[src/rtl/bus_arbiter.sv]
`timescale 1ns/1ps
`default_nettype none
//==============================================================================
// Module      : bus_arbiter
// Description : Arbitrates an instruction-fetch port and a data port onto one
//               external memory bus using the MREQ/ACK_n handshake. Data beats
//               instruction fetches, except that a fetch pending when a data
//               access completes is granted next (anti-starvation). All external
//               outputs are registered. Back-to-back grants happen on the ACK
//               edge, so consecutive accesses carry no idle cycle.
// Ports       : clk, reset (async, active low)
//               if_req/if_addr  -> if_ready/if_rdata     fetch port
//               dm_req/dm_write/dm_size/dm_addr/dm_wdata
//                               -> dm_ready/dm_rdata     data port
//               bus_err                                  access aborted
//               MAD/MREQ/WRITE/SIZE/MDT_out/MDT_oe, MDT_in, ACK_n  external bus
// Options     : define ARB_TIMEOUT_EN to abort accesses after TIMEOUT_CYCLES
//               cycles without ACK_n (bus_err pulses with the ready pulse).
// Revision    : 1.0 - initial release
//==============================================================================
module bus_arbiter #(
    parameter int TIMEOUT_CYCLES = 16
) (
    input  logic        clk,
    input  logic        reset,
    // fetch port
    input  logic        if_req,
    input  logic [31:0] if_addr,
    output logic        if_ready,
    output logic [31:0] if_rdata,
    // data port
    input  logic        dm_req,
    input  logic        dm_write,
    input  logic [1:0]  dm_size,
    input  logic [31:0] dm_addr,
    input  logic [31:0] dm_wdata,
    output logic        dm_ready,
    output logic [31:0] dm_rdata,
    output logic        bus_err,
    // external bus
    output logic [31:0] MAD,
    output logic        MREQ,
    output logic        WRITE,
    output logic [1:0]  SIZE,
    output logic [31:0] MDT_out,
    output logic        MDT_oe,
    input  logic [31:0] MDT_in,
    input  logic        ACK_n
);

    typedef enum logic [1:0] {
        ST_IDLE = 2'd0,
        ST_DATA = 2'd1,
        ST_INST = 2'd2
    } state_t;

    localparam logic [1:0] C_SIZE_WORD = 2'b10;

    state_t      state_q,    state_d;
    logic        prev_dm_q,  prev_dm_d;   // 1: last grant was DATA
    logic [31:0] mad_q,      mad_d;
    logic        mreq_q,     mreq_d;
    logic        write_q,    write_d;
    logic [1:0]  size_q,     size_d;
    logic [31:0] mdt_out_q,  mdt_out_d;
    logic        mdt_oe_q,   mdt_oe_d;
    logic        if_ready_q, if_ready_d;
    logic        dm_ready_q, dm_ready_d;
    logic        bus_err_q,  bus_err_d;
    logic [31:0] if_rdata_q, if_rdata_d;
    logic [31:0] dm_rdata_q, dm_rdata_d;

    logic busy;
    logic timeout_hit;
    logic done;
    logic grant_pt;
    logic dm_ok;
    logic if_ok;
    logic pick_if;
    logic pick_dm;

    assign busy = (state_q != ST_IDLE);

`ifdef ARB_TIMEOUT_EN
    localparam logic [7:0] C_TIMEOUT_LAST = 8'(TIMEOUT_CYCLES - 1);
    logic [7:0] wait_cnt_q, wait_cnt_d;
    // Abort on the edge where the wait count would reach TIMEOUT_CYCLES.
    assign timeout_hit = busy & ACK_n & (wait_cnt_q == C_TIMEOUT_LAST);
`else
    assign timeout_hit = 1'b0;
`endif

    // ACK_n is only meaningful while an access is on the bus.
    assign done     = busy & (~ACK_n | timeout_hit);
    assign grant_pt = ~busy | done;

    // A port is not eligible while its own access is still on the bus (its req
    // is still held for that access) nor during its ready cycle.
    assign dm_ok   = dm_req & ~dm_ready_q & (state_q != ST_DATA);
    assign if_ok   = if_req & ~if_ready_q & (state_q != ST_INST);
    assign pick_if = if_ok & (~dm_ok | prev_dm_q);
    assign pick_dm = dm_ok & ~pick_if;

    always_comb begin
        state_d    = state_q;
        prev_dm_d  = prev_dm_q;
        mad_d      = mad_q;
        mreq_d     = mreq_q;
        write_d    = write_q;
        size_d     = size_q;
        mdt_out_d  = mdt_out_q;
        mdt_oe_d   = mdt_oe_q;
        if_rdata_d = if_rdata_q;
        dm_rdata_d = dm_rdata_q;
        if_ready_d = 1'b0;
        dm_ready_d = 1'b0;
        bus_err_d  = 1'b0;

        if (done) begin
            bus_err_d = timeout_hit;
            if (state_q == ST_DATA) begin
                dm_ready_d = 1'b1;
                if (timeout_hit) begin
                    dm_rdata_d = 32'h0;
                end else if (!write_q) begin
                    dm_rdata_d = MDT_in;
                end
            end else begin
                if_ready_d = 1'b1;
                if_rdata_d = timeout_hit ? 32'h0 : MDT_in;
            end
            state_d  = ST_IDLE;
            mreq_d   = 1'b0;
            write_d  = 1'b0;
            mdt_oe_d = 1'b0;
        end

        if (grant_pt) begin
            if (pick_dm) begin
                state_d   = ST_DATA;
                prev_dm_d = 1'b1;
                mad_d     = dm_addr;
                write_d   = dm_write;
                size_d    = dm_size;
                mdt_out_d = dm_wdata;
                mdt_oe_d  = dm_write;
                mreq_d    = 1'b1;
            end else if (pick_if) begin
                state_d   = ST_INST;
                prev_dm_d = 1'b0;
                mad_d     = if_addr;
                write_d   = 1'b0;
                size_d    = C_SIZE_WORD;
                mdt_oe_d  = 1'b0;
                mreq_d    = 1'b1;
            end
        end
    end

`ifdef ARB_TIMEOUT_EN
    always_comb begin
        wait_cnt_d = wait_cnt_q;
        if (grant_pt && (pick_dm || pick_if)) begin
            wait_cnt_d = 8'd0;
        end else if (busy && ACK_n) begin
            wait_cnt_d = wait_cnt_q + 8'd1;
        end
    end

    always_ff @(posedge clk or negedge reset) begin
        if (!reset) begin
            wait_cnt_q <= 8'd0;
        end else begin
            wait_cnt_q <= wait_cnt_d;
        end
    end
`endif

    always_ff @(posedge clk or negedge reset) begin
        if (!reset) begin
            state_q    <= ST_IDLE;
            prev_dm_q  <= 1'b0;
            mad_q      <= 32'h0;
            mreq_q     <= 1'b0;
            write_q    <= 1'b0;
            size_q     <= C_SIZE_WORD;
            mdt_out_q  <= 32'h0;
            mdt_oe_q   <= 1'b0;
            if_ready_q <= 1'b0;
            dm_ready_q <= 1'b0;
            bus_err_q  <= 1'b0;
            if_rdata_q <= 32'h0;
            dm_rdata_q <= 32'h0;
        end else begin
            state_q    <= state_d;
            prev_dm_q  <= prev_dm_d;
            mad_q      <= mad_d;
            mreq_q     <= mreq_d;
            write_q    <= write_d;
            size_q     <= size_d;
            mdt_out_q  <= mdt_out_d;
            mdt_oe_q   <= mdt_oe_d;
            if_ready_q <= if_ready_d;
            dm_ready_q <= dm_ready_d;
            bus_err_q  <= bus_err_d;
            if_rdata_q <= if_rdata_d;
            dm_rdata_q <= dm_rdata_d;
        end
    end

    assign MAD      = mad_q;
    assign MREQ     = mreq_q;
    assign WRITE    = write_q;
    assign SIZE     = size_q;
    assign MDT_out  = mdt_out_q;
    assign MDT_oe   = mdt_oe_q;
    assign if_ready = if_ready_q;
    assign dm_ready = dm_ready_q;
    assign bus_err  = bus_err_q;
    assign if_rdata = if_rdata_q;
    assign dm_rdata = dm_rdata_q;

endmodule
`default_nettype wire
[config.mk]
export PLATFORM = sky130hd
export DESIGN_NAME = bus_arbiter
export DESIGN_NICKNAME = d
export VERILOG_FILES = /design/src/rtl/bus_arbiter.sv
export SDC_FILE = /design/constraint.sdc
export NUM_CORES = 1
export LEC_CHECK = 0
export BUFFER_PORTS_ARGS = -buffer_cell sky130_fd_sc_hd__buf_4
export CORE_MARGIN = 1
export CORE_UTILIZATION = 50
export CTS_CLUSTER_DIAMETER = 50
export DETAILED_ROUTE_END_ITERATION = 10
export PLACE_DENSITY = 0.86
export SETUP_SLACK_MARGIN = 0.4
export SYNTH_ARGS = -nofsm -noshare
export SYNTH_HDL_FRONTEND = slang
export SYNTH_SLANG_ARGS = --single-unit
[constraint.sdc]
create_clock -name clk -period 3.48 [get_ports clk]
set_input_delay 0.174 -clock clk [delete_from_list [all_inputs] [get_ports clk]]
set_output_delay 0.174 -clock clk [all_outputs]
set_load 0.005 [all_outputs]
# ---- Word-level counts from Yosys, hierarchy flattened
# Cells that the tools add are included.
dict set report totals {
  output_inout_bits 136
  in_bits 136
  wordCells 64
  reg_bits 138
}
dict set report classes {
  muxes 26
  n_eq_ne 3
  n_bitwise 17
  n_reduce_logical 6
}
# operator count
set op_table {}
lappend op_table {{32-bit 2-to-1 mux} 2}
lappend op_table {{1-bit 2-to-1 mux} 18}
lappend op_table {{2-bit 2-to-1 mux} 6}
lappend op_table {{1-bit NOT} 8}
lappend op_table {{1-bit bitwise AND} 7}
lappend op_table {{2-bit AND reduction} 3}
lappend op_table {{2-bit nonzero test} 2}
lappend op_table {{3-bit AND reduction} 1}
lappend op_table {{2-bit by 1-bit == test with 1-bit output (second input constant)} 1}
lappend op_table {{2-bit by 1-bit inequality test with 1-bit output (second input constant)} 1}
lappend op_table {{2-bit inequality test (second input constant)} 1}
lappend op_table {{1-bit OR} 2}

# ---- Longest topological paths before layout
# Gate-level depths: netlist (run 1).
dict set report logic_depth {
  depth_word 10
  mapped_depth 6
  ltp_nobuf 4
}

# ---- Least setup slack after synthesis (run 1)
# No wires, ideal clock.
dict set report synth_path {
  kind {register -> register}
  startpoint {register if_ready_q (netlist: if_ready)}
  endpoint {register mad_q[10] (netlist: MAD[10])}
  required_ns 3.355
  stages_incl_launch_ff 6
  setup_time_ns 0.125
  period_less_slack_ns 1.893
  path_buffers 1
  path_slack_ns 1.587
  arrival_time_ns 1.768
  path_cell_list {dfrtp_1 -> nand2b_1 -> o311ai_4 -> buf_2 -> mux2_2 -> mux2_2}
}
dict set report synth_between {
  elab_chain_len 8
  word_cells_on_any_way 9
  cone_classes {mux (1); bitwise (6); reduce/logical (2)}
}
# item line
set synth_lines {}
lappend synth_lines {{start: declaration} 67} ;# logic if_ready_q, if_ready_d;
lappend synth_lines {{start signal: assignment} 203} ;# if_ready_q <= if_ready_d;
lappend synth_lines {{1-bit NOT *} 100} ;# assign if_ok = if_req & ~if_ready_q & (state_q != ST_INST);
lappend synth_lines {{1-bit bitwise AND * (2 in series)} 100}
lappend synth_lines {{1-bit bitwise AND *} 101} ;# assign pick_if = if_ok & (~dm_ok | prev_dm_q);
lappend synth_lines {{1-bit NOT} 102} ;# assign pick_dm = dm_ok & ~pick_if;
lappend synth_lines {{1-bit bitwise AND} 102}
lappend synth_lines {{2-bit nonzero test (no line)} --}
lappend synth_lines {{2-bit AND reduction (no line)} --}
lappend synth_lines {{end signal: assignment} 197} ;# mad_q <= mad_d;
lappend synth_lines {{end: declaration} 61} ;# logic [31:0] mad_q, mad_d;
# Every way passes the cells marked *; elsewhere a longest branch is shown, timed or not.
# A chain may end at the register's enable or synchronous reset.

# ---- Worst setup path in the final report (run 1)
dict set report layout_path {
  startpoint {register state_q[0]}
  endpoint {register mdt_out_q[13] (netlist: MDT_out[13])}
}
dict set report layout_between {
  elab_chain_len 8
  word_cells_on_any_way 14
  cone_classes {eq/ne (2); bitwise (10); reduce/logical (2)}
}
# item line
set layout_lines {}
lappend layout_lines {{start: declaration} 59} ;# state_t state_q, state_d;
lappend layout_lines {{start signal: assignment} 195} ;# state_q <= state_d;
lappend layout_lines {{2-bit by 1-bit inequality test with 1-bit output} 99} ;# assign dm_ok = dm_req & ~dm_ready_q & (state_q != ST_DATA);
lappend layout_lines {{1-bit bitwise AND} 99}
lappend layout_lines {{1-bit NOT} 101}
lappend layout_lines {{1-bit OR} 101}
lappend layout_lines {{1-bit bitwise AND} 101}
lappend layout_lines {{1-bit NOT} 102}
lappend layout_lines {{1-bit bitwise AND} 102}
lappend layout_lines {{2-bit AND reduction (no line) *} --}
lappend layout_lines {{end signal: assignment} 201} ;# mdt_out_q <= mdt_out_d;
lappend layout_lines {{end: declaration} 65} ;# logic [31:0] mdt_out_q, mdt_out_d;
# Marked as above.

==> results of run 1 <==
[state kept, by name, summed over array words and instances, names as in the netlist]
name / count
MDT_oe: 1
dm_rdata: 32
MREQ: 1
MAD: 32
if_rdata: 32
prev_dm_q: 1
WRITE: 1
SIZE: 2
MDT_out: 32
if_ready: 1
state_q: 2
dm_ready: 1
[worst paths after layout]
| path | start | endpoint | slack (ps) | cells past startpoint |
|---|---|---|---|---|
| setup / recovery | state_q[0] | MDT_out[13] | 1150 | 4 |
| hold / removal | dm_wdata[6] | MDT_out[6] | 10 | 2 |
| setup reg to reg | state_q[0] | MDT_out[13] | 1150 | 4 |
| hold reg to reg | MREQ | MREQ | 480 | 2 |
| max in group asynchronous | reset | MREQ | 2200 | 3 |
| min in group asynchronous | reset | dm_rdata[23] | 380 | 2 |
[cells by family (layout without fill, tap and decap cells)]
logic type / count (synthesis) / count (layout) / synth area share [%]
buf+inv: 21 / 363 / 2.17
simple gates: 16 / 16 / 1.62
mux: 160 / 160 / 33.2
flops: 138 / 138 / 61.1
compound gates: 11 / 11 / 1.84
other cells: 1 / 1 / 0.0663
[per-layer routing]
layer  share of wire [%]  GRT usage [%]  wire length, µm
met5                   0              0                0
met4                 2.4           11.5              380
met3                 7.4           7.53             1170
met2                  54           50.4             8460
met1                  36           29.1             5740
[synth_stat cells, types with 2 or more instances]
cell      count
mux2_1        7
inv_1         2
nand2b_1      3
nand2_1       5
a32o_1        3
nor2_1        2
buf_6         3
o21ai_0       3
buf_2        14
dfrtp_1     137
nor2b_1       2
mux2_2      133
mux2_4       20
[through the flow]
| stage | power, W | utilization (%) | instances | cell area (µm²) |
|---|---|---|---|---|
| 2_1_floorplan | 0.00444 | - | 347 | 5650 |
| 3_3_place_gp | 0.00601 | 71.4 | 745 | 7810 |
| 3_5_place_dp | 0.00617 | 71.4 | 745 | 7810 |
| 4_1_cts | 0.00815 | 81.8 | 828 | 8940 |
| 5_1_grt | 0.00856 | 81.9 | 829 | 8950 |
| 6_report | 0.00815 | 81.9 | 829 | 8950 |
[placed cells by master, fill, tap and decap left out]
| master | count |
|---|---|
| dfstp_2 | 1 |
| o311ai_4 | 1 |
| clkbuf_16 | 17 |
| and2_1 | 1 |
| nor2b_1 | 1 |
| nand2b_2 | 1 |
| a22o_1 | 1 |
| nor3_4 | 1 |
| nand2_1 | 5 |
| inv_1 | 2 |
| bufinv_16 | 3 |
| nor2_1 | 2 |
| buf_4 | 276 |
| mux2_1 | 7 |
| nor2b_2 | 1 |
| clkinvlp_4 | 2 |
| clkinv_4 | 3 |
| o21ai_0 | 3 |
| inv_6 | 6 |
| buf_6 | 1 |
| dfrtp_1 | 137 |
| o21a_1 | 1 |
| clkbuf_8 | 1 |
| o22a_1 | 1 |
| nand2b_1 | 3 |
| conb_1 | 1 |
| o21bai_1 | 1 |
| dlygate4sd3_1 | 52 |
| a32o_1 | 3 |
| nor2b_4 | 1 |
| mux2_2 | 133 |
| mux2_4 | 20 |
[power by group]
| part | internal [W] | total, W | switching, W |
|---|---|---|---|
| Combinational | 0.00213 | 0.00333 | 0.00120 |
| Clock | 0.00116 | 0.00189 | 0.000721 |
| Sequential | 0.00243 | 0.00294 | 0.000505 |
| Total | 0.00573 | 0.00815 | 0.00242 |
[layout make-up]
| cell class | instances | area share (%) |
|---|---|---|
| Clock buffer | 18 | 4.90 |
| Clock inverter | 14 | 2.05 |
| Inverter | 2 | 0.0838 |
| Multi-Input combinational cell | 188 | 23.3 |
| Sequential cell | 138 | 38.6 |
| Tap cell | 140 | 1.96 |
| Timing Repair Buffer | 329 | 29.1 |
[worst max-delay path, stage by stage, from the launching register on]
cell and delay [ps]:
dfrtp_1 430, o21ai_0 360, nor2b_4 640, buf_4 410, mux2_1 360
[what timing repair did]
item	in CTS	in global routing
setup buffers	0	0
hold endpoints to repair	138	1
hold buffers	51	1
==> reports/summary.txt, run 1 <==
Final setup margin - 1150 ps
Antenna violations before repair - 0
Area of the multi-input gates - 2090 µm²
DR vias/cell - 5.01
Total inserted antenna cells - 0
Final Setup Violations - 0
Overflow after GRT - 0
Worst setup EP type - flop
Clock root cell - clkbuf_16
Required time of the critical path - 3760 ps
Port Buffers - 270
Pin count of the biggest net entering global routing - 82
CTS tree - built
CTS Buffer Depth - 2
Post-synthesis cell type count - 26
Async set-reset flop share out of synthesis - 100%
CTS buffer count - 17
Clock slew at reported path FFs - 60 ps
Initial core utilization - 51.7%
HP Class - in -> reg
WHS - 12.2 ps
H-tree levels - 4
Post-synth EDFFs - 0
Share of the synthesized area in the top cell type - 60.6%
Initial drt markers - 166
Max Clk Rate - 428 MHz
CP Max Fanout - 19
DRC viols - 0
Synth Register Bits - 138
Hold Vio Cnt, Final - 0
Clk sinks - 138
Max VDD drop - 645 µV
Resize count post-CTS - 0
Worst-Margin Slew - 743 ps
Mapped Cells - 347
Synthesis warning total - 0
Worst-Skew Late Latency - 410 ps
Slew HR - 50.5%
Dpl hpwl - 10,200 µm
Net Count, Synth - 483
Tcrit/Tclk final - 67.1%
Pre-CTS setup slack - 1150 ps
Setup Skew - 7.83 ps
Global-route wire length before repair - 23,700 µm
Max-cap viol count - 0
Die Width - 108 µm
Outcome - finished, final reports clean
Routed wire length - 15,800 µm
Synth-to-Final Area Change - 58.4%
Register area - 3450 µm²
Critical path class - reg -> reg
Final setup TNS - 0 ps
Minimum clock period - 2330 ps
Vias - 4,156
Ports - 272
Syn Area/Cell - 16.3 µm²
Core box area - 10,900 µm²
Layout fillers - 576
Net count, final - 812
Main synth FF type - dfrtp_1
Die area - 11,700 µm²
DR pass1 iterations - 4
Register area share after synthesis - 61.1%
Gpl congestion - 0.745
Die span in y - 108 µm
Share of cells above drive strength 1 - 67.9%
Fin. max-slew vios - 0
Total Routing Usage GR - 27.3%
Yosys top cell by area - dfrtp_1
Vias in the first global route - 4,612
CP arrival - 2620 ps
Netlist Area Pre-Place - 5650 µm²
# rows - 38
RSZ-0062 raised after global routing - false
DR WL/cell - 19.0 µm
CP startpoint kind - flop
P per Cell Area - 910 nW/µm²
Synth area leaders - dfrtp_1 61%, mux2_2 26%, mux2_4 5.3%
DRT antenna net count - 0
Static leakage - 4.28 nW
Note: power is estimated with default switching activity, not from simulation.
==> inputs of run 2 (changes only) <==
ABC_AREA = 1   (was not set)
CORE_UTILIZATION = 42   (was 50)
PLACE_DENSITY = 0.76   (was 0.86)
clock period = 2.12 ns   (was 3.48 ns; I/O delays follow)
==> run 2 against run 1 <==
  * Combinational power is 62% higher
  * Routed wire length is 17% higher
  * Register-to-register slack worse by 640 ps
  * Maximum frequency is 44% higher
  * Worst hold slack better by 4.4 ps
  * Clock power is 50% higher
  * Sequential power is 59% higher
  * Sequential share of layout area is 2.9 points lower
  * Global-route usage is 1.3 points lower
  * Via count is 43% higher
  * Design area is 8.0% higher
  * Die area is 23% higher
  * Critical path type unchanged
  * Highest routed layer unchanged
==> reports/summary.txt, run 2 <==
Outcome - finished, final reports clean
Synth Register Bits - 138
Tcrit/Tclk final - 76.3%
Initial core utilization - 43.6%
Vias - 5,946
Setup Skew - 7.06 ps
DR WL/cell - 14.6 µm
Worst hold path startpoint - dm_addr[23]
Die Width - 120 µm
CP Max Fanout - 67
Highest-count cells in the layout ignoring fill and taps - 280 x buf_4, 206 x nand2_1, 137 x dfrtp_1, 136 x inv_1, 94 x dlygate4sd3_1
P per Cell Area - 1340 nW/µm²
Mapped Cells - 703
CP startpoint kind - flop
R2R Setup Slk - 500 ps
Max Clk Rate - 618 MHz
Pre-CTS setup slack - 319 ps
Worst reg-to-reg path cell count - 8
Clock slew at reported path FFs - 60 ps
DRC viols - 0
Clk sinks - 138
Synthesis warning total - 0
Worst-Skew Late Latency - 410 ps
Global-route wire length before repair - 29,100 µm
Antenna violations before repair - 1
Total Routing Usage GR - 25.9%
Ports - 272
Core box area - 13,500 µm²
# rows - 42
Main synth FF type - dfrtp_1
Final setup TNS - 0 ps
Clock root cell - clkbuf_16
Die area - 14,400 µm²
Initial drt markers - 378
Die span in y - 120 µm
Synth cell count leaders - 208 x nand2_1, 137 x dfrtp_1, 136 x inv_1, 69 x o21ai_0, 68 x nand3_1
Post-synthesis cell type count - 21
Gpl congestion - 0.855
CTS Buffer Depth - 2
Register area share after synthesis - 58.9%
Synth area leaders - dfrtp_1 58%, nand2_1 13%, inv_1 8.7%
Required time of the critical path - 2430 ps
DR vias/cell - 4.73
Overflow after GRT - 0
R2r startpoint - state_q[1]
Post-synth EDFFs - 0
Placed Cells incl. Taps - 1,125
Crit Reg-Reg Endpoint - MDT_out[23]
Pin count of the biggest net entering global routing - 68
CTS tree - built
WHS Endpoint - MAD[23]
RSZ-0062 raised after global routing - false
Critical path class - reg -> reg
Hold Vio Cnt, Final - 0
Share of the synthesized area in the top cell type - 58.4%
Most frequent cell after synthesis - nand2_1
Max-cap viol count - 0
Max VDD drop - 761 µV
HP Class - in -> reg
Vias in the first global route - 5,965
Net count, final - 1,204
Port Buffers - 270
Syn Area/Cell - 8.35 µm²
WHS - 16.6 ps
CP arrival - 1920 ps
Async set-reset flop share out of synthesis - 100%
Fin cells - 1,256
Net Count, Synth - 839
Hold depth - 5
Worst setup EP type - flop
Static leakage - 5.41 nW
H-tree levels - 4
Routed wire length - 18,400 µm
CTS buffer count - 17
Minimum clock period - 1620 ps
Commonest non-fill, non-tap cell in the layout - buf_4
Yosys top cell by area - dfrtp_1
DRT antenna net count - 0
Fin. max-slew vios - 0
DR pass1 iterations - 5
Dpl hpwl - 11,400 µm
Share of cells above drive strength 1 - 30.1%
Synth-to-Final Area Change - 64.8%
Netlist Area Pre-Place - 5870 µm²
Final setup margin - 502 ps
Final Setup Violations - 0
run 2: kinds of logic (layout without fill, tap and decap cells):
family	count (synthesis)	after routing	share of synthesized area, %
buffers and inverters	176	552	12.1
AO/OA/AOI/OAI	104	104	9.17
flip-flops	138	138	58.9
AND/OR/NAND/NOR	284	284	19.8
other	1	2	0.0639
run 2: area by class of cell:
cell class                      instances  area, µm²
Multi-Input combinational cell        389       1720
Clock inverter                          7       93.8
Antenna cell                            1       2.50
Clock buffer                           23        468
Inverter                              140        531
Sequential cell                       138       3450
Fill cell                             975       3780
Tap cell                              176        220
Timing Repair Buffer                  382       3190
run 2: critical path, cell delays in order (launching register included):
cell and delay (ps):
dfrtp_1 400, inv_2 90, nand2_2 90, nand2_1 190
inv_4 110, nand3_2 110, buf_12 260, nand2_1 110
o21ai_0 120
run 2: how the worst max path moves through the flow:
stage,to,depth (start not counted),start,slack [ps]
2_1_floorplan,MDT_out[0],8,state_q[0],730
3_3_place_gp,MAD[3],8,state_q[0],400
3_5_place_dp,MAD[17],8,state_q[0],320
4_1_cts,MAD[1],5,state_q[0],430
5_1_grt,SIZE[0],5,state_q[0],400
6_report,MDT_out[23],8,state_q[1],500
run 2: layer usage:
layer  track usage, %  vias to the layer above  share of wire (%)
met2             44.5                      283                 50
met5                0                        -                  0
li1                 -                     2870                  -
met4             11.0                        0                3.1
met3             7.92                       43                7.8
met1             29.9                     2750                 39
run 2: metrics by stage:
step / utilization, % / power, W / cell area, µm²
floorplan: - / 0.00688 / 5870
global placement: 60.2 / 0.00954 / 8090
detailed placement: 60.2 / 0.00971 / 8090
CTS: 71.4 / 0.0128 / 9610
global route: 71.9 / 0.0138 / 9670
finish: 71.9 / 0.0129 / 9670
run 2: what timing repair did:
action	CTS	global route
buffers inserted	0	6
pin swaps	0	1
hold endpoints to repair	220	0
endpoints found under the setup margin	35	37
gates cloned	0	0
gates resized for setup	3	1
hold buffers	94	0
run 2: power by group:
part           total [W]  switching [W]  leakage [nW]  internal [W]
sequential       0.00467       0.000761          1.71       0.00391
combinational    0.00541        0.00268          3.43       0.00273
clock            0.00284        0.00106         0.269       0.00178
